File: src/rtl/dff_pipe_en.sv
`default_nettype none
// ============================================================================
// Module   : dff_pipe_en
// Purpose  : Elastic pipeline register. Carries a WIDTH-bit word through
//            DEPTH registered stages using a valid/ready handshake. Words
//            move forward into empty stages even while the output is
//            stalled (bubble collapse). The block also has a synchronous
//            flush and a registered occupancy count. With DEPTH = 1 it is
//            a single enable register with a valid bit.
// Ports    : i_clk    - clock, all state changes on the rising edge
//            i_reset  - synchronous active-high reset (takes priority over flush)
//            i_flush  - synchronous flush, clears every valid bit
//            i_valid  - upstream word valid
//            o_ready  - block can accept a word this cycle
//            i_data   - upstream word
//            o_valid  - output word valid (stage DEPTH-1)
//            i_ready  - downstream accepts the output word
//            o_data   - output word (stage DEPTH-1)
//            o_count  - number of valid stages
// Options  : DFF_PIPE_RESET_DATA_EN - when defined, the data registers
//            reset to RESET_VAL. When undefined, only the valid bits are
//            reset, and o_data is unknown until the first load.
// Revision : 1.0 - initial release
// ============================================================================
module dff_pipe_en #(
    parameter int               WIDTH     = 32,
    parameter int               DEPTH     = 2,
    parameter logic [WIDTH-1:0] RESET_VAL = '0
) (
    input  logic                         i_clk,
    input  logic                         i_reset,
    input  logic                         i_flush,
    input  logic                         i_valid,
    output logic                         o_ready,
    input  logic [WIDTH-1:0]             i_data,
    output logic                         o_valid,
    input  logic                         i_ready,
    output logic [WIDTH-1:0]             o_data,
    output logic [$clog2(DEPTH+1)-1:0]   o_count
);

    localparam int                 c_CNT_W   = $clog2(DEPTH + 1);
    localparam logic [c_CNT_W-1:0] c_CNT_MAX = c_CNT_W'(DEPTH);
    localparam logic [c_CNT_W-1:0] c_CNT_ONE = c_CNT_W'(1);

    logic [DEPTH-1:0]   r_v;
    logic [WIDTH-1:0]   r_d [DEPTH];
    logic [c_CNT_W-1:0] r_count;

    logic [DEPTH-1:0]   w_adv;
    logic [DEPTH-1:0]   w_vin;
    logic [WIDTH-1:0]   w_din [DEPTH];
    logic               w_tail_full;
    logic               w_in_xfer;
    logic               w_out_xfer;

    // Stage k can advance when some stage at or after k is empty, or when
    // the output is being taken. This is the unrolled form of the chain
    // adv[k] = !v[k] | adv[k+1]. Writing it this way avoids a
    // self-referencing vector in the combinational logic.
    always_comb begin
        w_tail_full = 1'b1;
        w_adv       = '0;
        for (int k = DEPTH - 1; k >= 0; k--) begin
            w_tail_full = w_tail_full & r_v[k];
            w_adv[k]    = !w_tail_full | i_ready;
        end
    end

    assign w_in_xfer  = i_valid & w_adv[0];
    assign w_out_xfer = r_v[DEPTH-1] & i_ready;

    // Connect each stage to the source it loads from.
    assign w_vin[0] = w_in_xfer;
    assign w_din[0] = i_data;

    generate
        for (genvar k = 1; k < DEPTH; k++) begin : g_link
            assign w_vin[k] = r_v[k-1];
            assign w_din[k] = r_d[k-1];
        end
    endgenerate

    // Valid bits. An input accepted in a flush cycle is dropped, because
    // flush clears every stage, stage 0 included.
    always_ff @(posedge i_clk) begin
        if (i_reset || i_flush) begin
            r_v <= '0;
        end else begin
            for (int k = 0; k < DEPTH; k++) begin
                if (w_adv[k]) begin
                    r_v[k] <= w_vin[k];
                end
            end
        end
    end

    // Data registers load only when a valid word arrives. Bubbles leave
    // stale data in place, so the registers do not toggle on empty slots.
    always_ff @(posedge i_clk) begin
`ifdef DFF_PIPE_RESET_DATA_EN
        if (i_reset) begin
            for (int k = 0; k < DEPTH; k++) begin
                r_d[k] <= RESET_VAL;
            end
        end else begin
            for (int k = 0; k < DEPTH; k++) begin
                if (w_adv[k] && w_vin[k]) begin
                    r_d[k] <= w_din[k];
                end
            end
        end
`else
        for (int k = 0; k < DEPTH; k++) begin
            if (w_adv[k] && w_vin[k]) begin
                r_d[k] <= w_din[k];
            end
        end
`endif
    end

`ifndef DFF_PIPE_RESET_DATA_EN
    // RESET_VAL has no effect when the data registers have no reset.
    logic w_unused_reset_val;
    assign w_unused_reset_val = ^RESET_VAL;
`endif

    // The occupancy count tracks the popcount of r_v. The saturation guards
    // cannot trigger, because a full pipe accepts only when it also emits.
    always_ff @(posedge i_clk) begin
        if (i_reset || i_flush) begin
            r_count <= '0;
        end else if (w_in_xfer && !w_out_xfer && (r_count != c_CNT_MAX)) begin
            r_count <= r_count + c_CNT_ONE;
        end else if (!w_in_xfer && w_out_xfer && (r_count != '0)) begin
            r_count <= r_count - c_CNT_ONE;
        end
    end

    assign o_ready = w_adv[0];
    assign o_valid = r_v[DEPTH-1];
    assign o_data  = r_d[DEPTH-1];
    assign o_count = r_count;

endmodule
`default_nettype wire

File: config.mk
export PLATFORM = sky130hd
export DESIGN_NAME = dff_pipe_en
export DESIGN_NICKNAME = d
export VERILOG_FILES = /design/src/rtl/dff_pipe_en.sv
export SDC_FILE = /design/constraint.sdc
export NUM_CORES = 1
export LEC_CHECK = 0
export BUFFER_PORTS_ARGS = -buffer_cell sky130_fd_sc_hd__buf_2
export CAP_MARGIN = 30
export CORE_UTILIZATION = 29
export DETAILED_ROUTE_END_ITERATION = 10
export GPL_TIMING_DRIVEN = 0
export PLACE_DENSITY_LB_ADDON = 0.25
export SLEW_MARGIN = 10
export SYNTH_ARGS = -nofsm -noshare
export SYNTH_HDL_FRONTEND = slang
export SYNTH_SLANG_ARGS = --single-unit
File: constraint.sdc
create_clock -name i_clk -period 2.9 [get_ports i_clk]
set_clock_uncertainty 0.2 [all_clocks]
set_input_delay 0 -clock i_clk [delete_from_list [all_inputs] [get_ports i_clk]]
set_output_delay 0 -clock i_clk [all_outputs]
set_load 0.03 [all_outputs]
# Word level (Yosys, flattened, before mapping)
# Memory sizes are Yosys's and may differ from the RTL's.
# Cells that the tools add are included.
[op_classes]
n_addsub = 2
n_eq_ne = 1
n_mux = 6
bitwise_logic = 5
n_reduce_logical = 13
[ops]
columns = ["operator", "n"]
rows = [
  ["$logic_and A1 B1 Y1", 6],
  ["$logic_not A1 Y1", 4],
  ["$mux W1", 4],
  ["$mux W2", 2],
  ["$reduce_bool A2 Y1", 2],
  ["$and A1 B1 Y1", 3],
  ["$add A2 B1 Y2 const B", 1],
  ["$ne A2 B2 Y1 const B", 1],
  ["$or A1 B1 Y1", 2],
  ["$sub A2 B1 Y2 const B", 1],
  ["$logic_or A1 B1 Y1", 1],
]
[word_totals]
reg_bits = 4
ram_bits = 64
input_bits = 37
output_inout_bits = 36
word_cells = 31
memories = 1
[memory_table]
columns = ["memory", "words", "width", "read_ports", "rd_clocked_by_memory_dff", "wr", "line", "source"]
rows = [
  ["r_d", 2, 32, 2, 0, 2, "47", "logic [WIDTH-1:0] r_d [DEPTH];"],
]

# Longest topological paths before layout
# Gate-level depths: netlist of run 1.
[depth]
ltp_word = 9
depth_mapped = 3
ltp_nobuf = 3

# Worst setup path after synthesis of run 1
# OpenSTA, ideal clock, no wires.
[synth_timing]
path_kind = "reg-to-reg"
startpoint = "reg r_v[1]"
endpoint = "mem r_d[1][0] (netlist: r_d[0][32]), enable pin"
setup_ns = 0.425
t_arrival_ns = 2.135
t_required_ns = 2.275
path_slack_ns = 0.140
path_stages_with_launch = 3
path_buffers = 0
synth_period_minus_slack_ns = 2.760
path_cell_list = "dfxtp_1 -> and2b_1 -> nor2b_1"
[synth_lines]
columns = ["item", "line", "source"]
rows = [
  ["start, declared", "46", "logic [DEPTH-1:0] r_v;"],
  ["start signal, assigned by index", "92", "r_v[k] <= w_vin[k];"],
  ["end, declared", "47", ""],
]

==> impl_metrics.tcl, run 1 <==
set metrics [dict create \
    run_status "complete, no violations" \
    hold_depth 2 \
    finalHoldViolations 0 \
    worst-path-max-fanout 32 \
    maxSlewViolCount 0 \
    worst_slew_pin_slew_ps 784 \
    dr.pass1.iters 4 \
    fill_cells 724 \
    netlist.top_cell.by_area "edfxtp_1" \
    cp.arrival_ps 1710 \
    path_cells "dlygate4sd3_1, buf_2, and2b_1, nand2_1, and2_2" \
    hold_class "in -> reg" \
    die_h_microns 92.7 \
    grt_usage_pct 9.90 \
    clkLatencyLatePin_ps 330 \
    hpwlAfterDp_microns 2340 \
    cts_root_buffer "clkbuf_8" \
    synth_commonest_cells "edfxtp_1 (64), buf_4 (32), a21oi_1 (4), dfxtp_1 (4), nor2_1 (2)" \
    rows 32 \
    drt_iter0_markers 24 \
    postRouteAntennaNets 0 \
    place_ws_ps 941 \
    ys_async_sr_fraction_pct 0 \
    initial_utilization_pct 30.4 \
    htree_levels 3 \
    routedWlPerCell_microns 10.9 \
    via_count 1359 \
    cp_num_buf_inv 2 \
    post-route-min-period_ps 1950 \
    rsz0062_at_grt "no" \
    chipWidth_microns 92.7 \
    synth_edf_count 64 \
    rr_worst_depth 3 \
    finalInstanceArea_sq_um 3520 \
    clk_path_buf_depth 2 \
    core-area_sq_um 7850 \
    syn_area_sq_um 2380 \
    synthTopCellsByArea "edfxtp_1 (81%), buf_4 (10%), dfxtp_1 (3.4%)" \
    yosysMostFrequentCell "edfxtp_1" \
    clkTransAtPathRegs_ps 70 \
    synthCells 120 \
    cp_top_family "simple AND/OR/NAND/NOR gates" \
    slew_headroom_pct 47.7 \
    grt_pass1_vias 1367 \
    required_ps 2660 \
    vias_per_cell 3.89 \
    tns_ps 0 \
    synth.distinct_cells 19 \
    grt_overflow 0 \
    setup_violations 0 \
    drv_cap 0 \
    postCtsHoldBufs 38 \
    slowest_stage "and2_2" \
    cts_setup_buffers 0 \
    max_stage_delay_ps 660 \
    grt_pass1_wl_microns 6190 \
    fin_nets 279 \
    worst_slack_ps 954 \
    worstSetupPathType "in -> reg" \
    power_leakage_uw 0.00142 \
    place_area_sq_um 2900 \
    n_antenna_cell 0 \
    max_freq_mhz 514 \
    drc 0 \
    end_kind "flip-flop" \
    setup.worst_path.start_class "input pin" \
    synth-seq-cells 68 \
    power.density_nw_per_um2 623 \
    dieArea_sq_um 8590 \
    syn2layout_area_growth_pct 47.7 \
    cp.depth 5 \
    wl_microns 3800 \
    ioPinCount 73 \
    post_cts_resized 0 \
    syn_avg_cell_area_sq_um 19.9 \
    drive_above_1_share_pct 50.6 \
    ys.flop_type "edfxtp_1" \
    yosysWarningCount 0 \
    synth_fp_nets 157 \
    post-route-period-util_pct 67.1 \
    final_cells 349 \
    ir_worst_vdd_mv 0.262 \
    cts_sinks 68 \
    synth_top_area_share_pct 80.6 \
    cts_tree "built" \
    antenna_found_initial 0 \
    numCtsBuffers 9 \
    port_buffers 72 \
    place_inst 295 \
    yosysSeqAreaShare_pct 84.0 \
    grt_max_degree 33 \
    place.gp.congestion 0.618 \
]
==> logic make-up (layout without fill, tap and decap cells) <==
logic type,Yosys count,in the layout,synth area share [%]
DFF,68,68,84.0
buffers and inverters,32,159,10.1
muxes,1,1,0.420
and+or+nand+nor,11,11,3.36
AOI/OAI and AO/OA,8,8,2.15
==> area by class of cell <==
class	count	area [sq um]	share of cell area [%]
Sequential cell	68	2000	56.9
Buffer	32	240	6.83
Tap cell	102	128	3.63
Multi-Input combinational cell	20	150	4.27
Timing Repair Buffer	111	761	21.6
Clock buffer	9	124	3.52
Clock inverter	7	115	3.27
==> per-stage QoR <==
| step | utilization [%] | power, uW | hold WS [ps] |
|---|---|---|---|
| floorplan | - | 1210 | -123 |
| global placement | 36.6 | 1260 | -22.3 |
| detailed placement | 37.0 | 1260 | -21.8 |
| CTS | 44.9 | 2230 | 147 |
| global route | 44.9 | 2290 | 150 |
| finish | 44.9 | 2190 | 171 |
==> power by group <==
part,internal (uW),switching [uW]
registers,1120,10.6
logic,78.4,67.8
clock network,568,349
total,1770,428
==> state kept, by name, summed over array words and instances, names as in the netlist <==
name,cells
r_v,2
r_d,64
o_count,2
==> path summary, 6_finish.rpt <==
check        startpoint    endpoint  slack (ps)
max             i_ready  r_d[0][31]         950
min          i_data[12]  r_d[0][12]         170
max reg2reg      r_v[1]  r_d[0][31]         960
min reg2reg  r_d[0][31]  r_d[0][63]         210
==> worst register-to-register path, stage by stage, from the launching register on <==
cell     delay, ps
dfxtp_1        350
and2b_1        230
nand2_1        100
and2_2         660
==> placed cells by master, fill, tap and decap left out, drive strengths merged, types with 2 or more instances in the layout <==
cell type	count
buf	105
clkbuf	9
a21oi	4
clkinv	3
dfxtp	4
dlygate4sd3	38
bufinv	3
nor2	2
edfxtp	64
==> routing by layer <==
layer / wire length, microns / share of wire (%) / GRT usage, %
met3: 231 / 6.1 / 3.69
met5: 0 / 0 / 0
met1: 1600 / 42 / 10.9
met2: 1910 / 50 / 16.3
met4: 48 / 1.3 / 5.77
Power figures use the tool's default switching activity.
==> run 2: changes to the inputs <==
Settings changed: ABC_AREA from default to 1.
Clock period 2.9 ns to 1.6 ns, I/O delays scaled along.
==> run 2 against run 1 <==
Die area increased by 0.92%. Worst hold slack got worse by 160 ps. Routed wire length grew 2.0%. Power rose by 91%. Clock power grew 100%. Final cell count rose by 4.6%. Register-to-register slack got worse by 830 ps. Utilization up 1.3 points. Via count decreased by 0.52%. Sequential share of layout area down 1.8 points.
==> impl_metrics.tcl, run 2 <==
set metrics [dict create \
    post-route-period-util_pct 91.8 \
    largest_reg_flops 64 \
    ys_async_sr_fraction_pct 0 \
    yosys.area_share.simple_pct 3.48 \
    synth_fp_nets 168 \
    ir_worst_vdd_mv 0.411 \
    drt_iter0_markers 33 \
    syn_avg_cell_area_sq_um 18.4 \
    grt_overflow 0 \
    slowest_stage "dlygate4sd3_1" \
    worstSetupPathType "reg -> reg" \
    cp.arrival_ps 1530 \
    required_ps 1660 \
    top_register "r_d" \
    post-route-min-period_ps 1470 \
    chipWidth_microns 93.1 \
    vias_per_cell 3.70 \
    port_buffers 72 \
    netlist.top_cell.by_area "edfxtp_1" \
    worst-path-max-fanout 5 \
    muxShareOfSynthArea_pct 0 \
    ys.flop_type "edfxtp_1" \
    switching_share_pct 19.2 \
    grt_pass1_vias 1324 \
    maxSlewViolCount 0 \
    die_h_microns 93.1 \
    setup.worst_path.start_class "flip-flop" \
    dr.pass1.iters 4 \
    worst_slew_pin_slew_ps 188 \
    rows 32 \
    routedWlPerCell_microns 10.6 \
    setup_violations 0 \
    power_frac_clock_pct 44.3 \
    synth_commonest_cells "edfxtp_1 (64), buf_4 (32), inv_1 (9)" \
    syn_area_sq_um 2410 \
    drive_above_1_share_pct 53.2 \
    synth_xor_area_share_pct 0 \
    via_count 1352 \
    fill_cells 734 \
    grt_pass1_wl_microns 6260 \
    hpwlAfterDp_microns 2340 \
    place.gp.congestion 0.707 \
    regArea_sq_um 2010 \
    clkTransAtPathRegs_ps 70 \
    numCtsBuffers 9 \
    finalHoldViolations 0 \
    yosysWarningCount 0 \
    comb_power_share_pct 6.9 \
    clkLatencyLatePin_ps 330 \
    p_sw_uw 802 \
    run_status "complete, no violations" \
    drc 0 \
    n_antenna_cell 0 \
    grt_max_degree 25 \
    synth_top_area_share_pct 79.9 \
    syn2layout_area_growth_pct 51.4 \
    cts_tree "built" \
    wl_microns 3870 \
    initial_utilization_pct 30.5 \
    synth.distinct_cells 14 \
    power_leakage_uw 0.00148 \
    synthTopCellsByArea "edfxtp_1 (80%), buf_4 (10%), dfxtp_1 (3.3%)" \
    synthCells 131 \
    multi_input_area_sq_um 148 \
    worst_slack_ps 132 \
    hold_class "in -> reg" \
    cts_sinks 68 \
    power.density_nw_per_um2 1150 \
    place_ws_ps -304 \
    drv_cap 0 \
    cts_root_buffer "clkbuf_8" \
    clk_path_buf_depth 2 \
    synth_top_family_by_area "buffers and inverters" \
    rsz0062_at_grt "no" \
    ioPinCount 73 \
    layout_common_cells "buf_2 (72), edfxtp_1 (64), dlygate4sd3_1 (38)" \
    p_seq_share_pct 48.9 \
    grt_usage_pct 9.99 \
    antenna_found_initial 0 \
    synth_edf_count 64 \
    max_freq_mhz 681 \
    synth-seq-cells 68 \
    end_kind "flip-flop" \
    path_cells "nand3_4, dlygate4sd3_1, a21oi_1" \
    max_stage_delay_ps 580 \
    slew_headroom_pct 87.4 \
    p_total_uw 4180 \
    dieArea_sq_um 8660 \
    htree_levels 3 \
    intPower_uw 3380 \
    fin_nets 295 \
    postRouteAntennaNets 0 \
    core-area_sq_um 7890 \
    synth_compound_gate_area_share_pct 1.77 \
    final_common_cell "buf_2" \
    yosysSeqAreaShare_pct 83.2 \
    synth-adder-area-share_pct 0 \
    yosysMostFrequentCell "edfxtp_1" \
]
run 2: cell types whose count changed after synthesis, moves of 3 or more:
| cell | before | now |
|---|---|---|
| nand3_2 | 0 | 3 |
| nand2_2 | 0 | 4 |
| nand2_1 | 1 | 4 |
| inv_1 | 0 | 9 |
run 2: path summary, 6_finish.rpt:
check | cells past startpoint | to | start | slack (ps)
max | 3 | r_v[0] | r_v[1] | 130
min | 6 | o_count[1] | i_ready | 8
max reg2reg | 3 | r_v[0] | r_v[1] | 130
min reg2reg | 0 | r_d[0][61] | r_d[0][29] | 220
run 2: metal layers:
layer	GRT usage, %	wire [microns]	vias to the layer above
li1	-	-	687
met1	12.1	1790	602
met2	15.5	1810	56
met3	3.66	236	7
met4	5.38	44	0
met5	0	0	-
run 2: cells by family after synthesis:
logic type / count (synthesis)
AOI/OAI and AO/OA: 7
and+or+nand+nor: 14
DFF: 68
buffers and inverters: 42
run 2: power by group through the flow:
stage / Combinational [uW] / Sequential, uW / Clock, uW
after floorplan: 118 / 2090 / 0
after global routing: 313 / 2050 / 2000
after detailed placement: 207 / 2090 / 0
final: 287 / 2040 / 1850
after CTS: 283 / 2050 / 1920
after global placement: 199 / 2090 / 0
run 2: repair_timing:
| item | CTS | global route |
|---|---|---|
| gates resized for setup | 1 | 0 |
| hold buffers | 38 | 1 |
| setup buffers | 2 | 2 |
| hold endpoints to repair | 36 | 4 |
| setup endpoints to repair | 32 | 41 |
| gates cloned | 1 | 0 |
| pin swaps | 0 | 0 |
run 2: per-stage QoR:
stage	util, %	cell area (sq um)	TNS (ps)	hold WS, ps	std cells
2_1_floorplan	-	2430	-4470	-101	131
3_3_place_gp	37.1	2920	-18170	-22.5	305
3_5_place_dp	37.3	2940	-9650	-21.7	306
4_1_cts	45.8	3610	0	1.39	363
5_1_grt	46.2	3640	0	63.5	365
6_report	46.2	3640	0	7.80	365
run 2: worst max-delay path, delay by kind of cell, from the launching register on:
family          cells  cell delay, ps
compound gates      1             110
buf+inv             1             580
flops               1             400
simple gates        1             110
run 2: cell type report:
type	instances	share of cell area [%]
buffer	32	6.60
sequential	68	55.1
multi-input combinational	21	4.05
tap	102	3.50
inverter	10	1.13
clock buffer	9	3.40
clock inverter	7	3.98
timing repair buffer	115	22.1
timing repair inverter	1	0.206
